==> config.mk <==
export PLATFORM = sky130hd
export DESIGN_NAME = led_mode_scheduler
export DESIGN_NICKNAME = d
export VERILOG_FILES = /design/src/rtl/led_sched_pkg.sv /design/src/rtl/btn_debounce.sv /design/src/rtl/led_mode_scheduler.sv
export SDC_FILE = /design/constraint.sdc
export NUM_CORES = 1
export LEC_CHECK = 0
export BUFFER_PORTS_ARGS = -buffer_cell sky130_fd_sc_hd__buf_2
export CORE_ASPECT_RATIO = 1.1
export CORE_MARGIN = 10
export CORE_UTILIZATION = 40
export CTS_BUF_LIST = sky130_fd_sc_hd__clkbuf_4 sky130_fd_sc_hd__clkbuf_8 sky130_fd_sc_hd__clkbuf_16
export DETAILED_ROUTE_END_ITERATION = 12
export PLACE_DENSITY = 0.56
export SLEW_MARGIN = 20
export SYNTH_ARGS = -nofsm -noshare
export SYNTH_HDL_FRONTEND = slang
export SYNTH_SLANG_ARGS = --single-unit
==> constraint.sdc <==
create_clock -name clk -period 2.15 [get_ports clk]
set_input_delay 0.1075 -clock clk [delete_from_list [all_inputs] [get_ports clk]]
set_output_delay 0.1075 -clock clk [all_outputs]
set_load 0.03 [all_outputs]
==> src/rtl/led_sched_pkg.sv <==
// Shared types and helpers for the LED mode scheduler.
package led_sched_pkg;

   typedef enum logic {
      RUN   = 1'b0,
      BLANK = 1'b1
   } state_t;

   // Advance one pattern, wrapping the last mode back to 0.
   function automatic int unsigned next_mode(
      input int unsigned cur,
      input int unsigned num
   );
      return (cur == num - 1) ? 0 : cur + 1;
   endfunction

endpackage

==> src/rtl/btn_debounce.sv <==
// Debounces a synchronized button level and flags its rising edges.
module btn_debounce #(
   parameter int unsigned DEBOUNCE_CYCLES = 1000000
) (
   input  logic clk,
   input  logic rst,
   input  logic din,
   output logic level,
   output logic rise_pulse
);

   localparam int unsigned CW =
      (DEBOUNCE_CYCLES > 1) ? $clog2(DEBOUNCE_CYCLES) : 1;
   localparam logic [CW-1:0] LAST = CW'(DEBOUNCE_CYCLES - 1);

   logic [CW-1:0] cnt;

   // A level is accepted only after it differs for DEBOUNCE_CYCLES in a row.
   always_ff @(posedge clk or posedge rst) begin
      if (rst) begin
         cnt        <= '0;
         level      <= 1'b0;
         rise_pulse <= 1'b0;
      end else begin
         rise_pulse <= 1'b0;
         if (din == level) begin
            cnt <= '0;
         end else if (cnt == LAST) begin
            cnt        <= '0;
            level      <= din;
            rise_pulse <= din;
         end else begin
            cnt <= cnt + 1'b1;
         end
      end
   end

endmodule

==> src/rtl/led_mode_scheduler.sv <==
// Selects the LED pattern from button steps and timed auto-advance,
// blanking the LEDs briefly after every change.
module led_mode_scheduler
   import led_sched_pkg::*;
#(
   parameter int unsigned NUM_MODES       = 5,
   parameter int unsigned MODE_W          = 3,
   parameter int unsigned DEBOUNCE_CYCLES = 1000000,
   parameter int unsigned DWELL_CYCLES    = 300000000,
   parameter int unsigned BLANK_CYCLES    = 10000000
) (
   input  logic              clk,
   input  logic              rst,
   input  logic              btn_next,
   input  logic              auto_en,
   output logic [MODE_W-1:0] mode,
   output logic              blank,
   output logic              mode_change
);

   localparam int unsigned DWW =
      (DWELL_CYCLES > 1) ? $clog2(DWELL_CYCLES) : 1;
   localparam int unsigned BW =
      (BLANK_CYCLES > 1) ? $clog2(BLANK_CYCLES) : 1;
   localparam logic [DWW-1:0] DWELL_LAST = DWW'(DWELL_CYCLES - 1);
   localparam logic [BW-1:0] BLANK_LAST =
      BW'((BLANK_CYCLES > 0) ? BLANK_CYCLES - 1 : 0);

   logic btn_meta, btn_s;
   logic auto_meta, auto_s;
   logic stable, press;

   always_ff @(posedge clk or posedge rst) begin
      if (rst) begin
         btn_meta  <= 1'b0;
         btn_s     <= 1'b0;
         auto_meta <= 1'b0;
         auto_s    <= 1'b0;
      end else begin
         btn_meta  <= btn_next;
         btn_s     <= btn_meta;
         auto_meta <= auto_en;
         auto_s    <= auto_meta;
      end
   end

   btn_debounce #(
      .DEBOUNCE_CYCLES(DEBOUNCE_CYCLES)
   ) u_debounce (
      .clk       (clk),
      .rst       (rst),
      .din       (btn_s),
      .level     (stable),
      .rise_pulse(press)
   );

   state_t            state, state_n;
   logic [MODE_W-1:0] mode_n;
   logic              blank_n, change_n;
   logic [DWW-1:0]    dwell, dwell_n;
   logic [BW-1:0]     blank_cnt, blank_cnt_n;
   logic              expire, advance;

   assign expire  = auto_s && (dwell == DWELL_LAST);
   assign advance = press || expire;

   always_ff @(posedge clk or posedge rst) begin
      if (rst) begin
         state       <= RUN;
         mode        <= '0;
         blank       <= 1'b0;
         mode_change <= 1'b0;
         dwell       <= '0;
         blank_cnt   <= '0;
      end else begin
         state       <= state_n;
         mode        <= mode_n;
         blank       <= blank_n;
         mode_change <= change_n;
         dwell       <= dwell_n;
         blank_cnt   <= blank_cnt_n;
      end
   end

   always_comb begin
      state_n     = state;
      mode_n      = mode;
      blank_n     = blank;
      change_n    = 1'b0;
      dwell_n     = dwell;
      blank_cnt_n = blank_cnt;
      unique case (state)
         RUN: begin
            if (advance) begin
               mode_n   = MODE_W'(next_mode(32'(mode), NUM_MODES));
               change_n = 1'b1;
               dwell_n  = '0;
               if (BLANK_CYCLES > 0) begin
                  state_n     = BLANK;
                  blank_n     = 1'b1;
                  blank_cnt_n = '0;
               end
            end else if (auto_s) begin
               dwell_n = dwell + 1'b1;
            end else begin
               dwell_n = '0;
            end
         end
         // Presses arriving here are dropped; dwell stays parked at 0.
         BLANK: begin
            dwell_n = '0;
            if (blank_cnt == BLANK_LAST) begin
               state_n     = RUN;
               blank_n     = 1'b0;
               blank_cnt_n = '0;
            end else begin
               blank_cnt_n = blank_cnt + 1'b1;
            end
         end
         default: begin
            state_n = RUN;
         end
      endcase
   end

endmodule

==> results.py <==
metrics = {
    "clocking": {
        "clkLatencyLatePin_ns": 0.33,
        "clk_path_buf_depth": 2,
        "post-cts-setup-buffers": 0,
        "tritoncts": "yes",
        "cts.sinks": 85,
        "cts_buffers": 9,
        "cts.htree.levels": 3,
        "root_buffer": "clkbuf_16",
        "path_clk_slew_ns": 0.06,
    },
    "sta": {
        "skew_ns": 0.00705,
        "whs_ns": 0.295,
        "max_freq_ghz": 0.491,
        "hold_viol": 0,
        "period_needed_ns": 2.04,
        "grt_setup_unrepaired": "false",
        "tightest_slew_ns": 0.600,
        "final_max_slew_viol_count": 0,
        "period_share_pct": 94.8,
        "finalSetupViolations": 0,
        "relSlewSlack_pct": 59.9,
        "finalSetupTns_ns": 0,
    },
    "power": {
        "power.density_mw_per_mm2": 685,
        "p_total_mw": 3.36,
        "vdd_ir_drop_max_uv": 365,
        "p_leak_nw": 2.10,
    },
    "routing": {
        "ant_nets": 0,
        "drtPass1Iterations": 6,
        "avgViaCountPerCell": 5.24,
        "wl_per_cell_um": 14.5,
        "drt_wl_total_um": 8700,
        "drc": 0,
        "num_vias": 3143,
        "drtIter0Drc": 210,
    },
    "synthesis": {
        "ys_warn_count": 0,
        "synth_edf_count": 0,
        "synth_top_cell_by_area": "dfrtp_1",
        "syn-num-nets": 437,
        "synth_seq_cells": 85,
        "synth.avg_cell_area_um2": 9.90,
        "netlist_instances": 428,
        "yosysMostFrequentCell": "dfrtp_1",
        "synth_area_leaders": "dfrtp_1 (50%), xor2_1 (6.8%), nor2_1 (5.8%)",
        "ys.flop_type": "dfrtp_1",
        "ys_async_sr_fraction_pct": 100,
        "netlist.area_leader.share_pct": 50.2,
        "synth_common_cells": "dfrtp_1 (85), nor2_1 (65), nand3_1 (33), xor2_1 (33), nand2_1 (29)",
        "syn_area_mm2": 0.00424,
        "synth_cell_type_count": 52,
        "synth_seq_area_share_pct": 50.2,
    },
    "critical_path": {
        "r2r_cells": 6,
        "r2r-start": "dwell[19]",
        "r2r_slack_ns": 0.11,
        "worstSetupEndpointType": "flop",
        "startpoint_type": "flop",
        "path_cells": "or4_1 -> nor4_4 -> a211oi_4 -> buf_4 -> a21o_1 -> a22o_1",
        "crit_required_ns": 2.38,
        "slowest_delay_ns": 0.61,
        "r2r_end": "blank_cnt[3]",
        "critPathArrivalTime_ns": 2.26,
        "slowest_stage": "or4_1",
        "path_class": "flop to flop",
        "cp_max_fo": 10,
    },
    "finish": {
        "n_antenna_cell": 0,
        "fillers": 984,
        "area.growth.synth_to_final_pct": 15.8,
        "finalNonFillerCells": 600,
        "final_area_mm2": 0.00491,
        "drive_gt1_share_pct": 12.5,
        "final_nets": 462,
    },
    "die": {
        "die_height_um": 128,
        "pin_count": 9,
        "core-area_mm2": 0.0104,
        "fp.dieArea_mm2": 0.0151,
        "rows": 39,
        "dieWidth_um": 118,
        "start_util_pct": 40.8,
    },
    "global_route": {
        "grt_pass1_wl_um": 15200,
        "antenna_found_initial": 0,
        "grt-ovfl-total": 0,
        "grt_start_max_net_pins": 51,
        "grtUsageTotal_pct": 12.0,
        "grt_pass1_vias": 3145,
    },
    "place": {
        "numPortBuffers": 8,
        "gp_congestion": 0.821,
        "dpl.hpwl_um": 5920,
        "dpl_cell_area_mm2": 0.00454,
        "dpl.cell_count": 582,
    },
    "worst_hold_path": {
        "hp-class": "input pin to asynchronous set/reset pin",
    },
    "job": {
        "maxCapViolations": 0,
    },
    "outcome": {
        "outcome": "finished clean",
    },
}
==> kinds of logic after synthesis <==
| logic type | synth area share (%) |
|---|---|
| adders and majority gates | 1.48 |
| xor gates and xnor gates | 9.92 |
| AOI/OAI and AO/OA | 9.09 |
| buffers and inverters | 2.98 |
| and+or+nand+nor | 25.1 |
| DFF | 50.2 |
| muxes | 1.24 |
==> flip-flops by register name (all words and copies together) (netlist names) <==
signal,flops
auto_meta,1
btn_meta,1
u_debounce.rise_pulse,1
state,1
u_debounce.level,1
auto_s,1
dwell,29
mode,3
mode_change,1
blank_cnt,24
btn_s,1
u_debounce.cnt,20
blank,1
==> cells in the final DEF, fill, tap and decap left out, types with 2 or more instances in the layout <==
cell type	n
a21o_1	3
a21oi_1	9
a22o_1	7
a31oi_1	14
a41oi_1	4
and2_1	5
and3_1	12
and4_1	8
buf_12	2
buf_2	8
buf_4	17
bufinv_16	2
clkbuf_16	9
clkinvlp_4	2
dfrtp_1	85
dlygate4sd3_1	3
ha_1	5
inv_1	7
mux2_2	2
mux2i_1	3
nand2_1	29
nand3_1	33
nand4_1	19
nand4b_1	2
nor2_1	65
nor2b_1	2
nor3_1	4
nor4_1	3
nor4_2	3
nor4b_1	4
o21ai_0	12
o31ai_1	2
or2_2	2
xnor2_1	15
xor2_1	33
==> stage by stage <==
stage,worst slack [ns],util (%)
6_report,0.111,47.2
5_1_grt,0.0284,47.2
4_1_cts,0.0390,47.0
3_5_place_dp,0.0780,43.6
3_3_place_gp,0.133,43.6
2_1_floorplan,0.274,-
==> layer usage <==
metal	routed length, um	track usage (%)
met1	4270	15.9
met2	4120	18.8
met3	223	2.86
met4	93	4.29
met5	0	0
==> report_power, final <==
group	switching [mW]	total, mW	internal, mW
sequential	0.0115	1.62	1.61
combinational	0.0557	0.0818	0.0261
clock	0.603	1.66	1.05
total	0.671	3.36	2.69
==> worst max-delay path, delay by kind of cell (launching register included) <==
family,cells,cell delay (ns)
buf+inv,1,0.20
simple gates,2,0.85
flops,1,0.41
compound gates,3,0.47
==> how the worst max path moves through the flow <==
stage                      start                 end
5_1_grt        u_debounce.cnt[2]  u_debounce.cnt[14]
3_5_place_dp           dwell[19]        blank_cnt[3]
4_1_cts                 dwell[0]           dwell[27]
3_3_place_gp           dwell[19]        blank_cnt[3]
6_report               dwell[19]        blank_cnt[3]
2_1_floorplan  u_debounce.cnt[0]  u_debounce.cnt[12]
==> layout make-up <==
cell class | instances | area, um^2 | area share, %
flip-flops and latches | 85 | 2130 | 43.3
clock buffers | 11 | 246 | 5.02
multi-input cells | 318 | 2010 | 40.9
repair buffers | 30 | 238 | 4.84
clock inverters | 4 | 72.6 | 1.48
inverters | 9 | 37.5 | 0.765
well taps | 143 | 179 | 3.65
==> what timing repair did <==
action	4_1_cts	5_1_grt
hold buffers	3	0
resized for setup	0	3
endpoints found under the hold margin	15	0
setup endpoints to repair	0	30
Power figures use the tool's default switching activity.
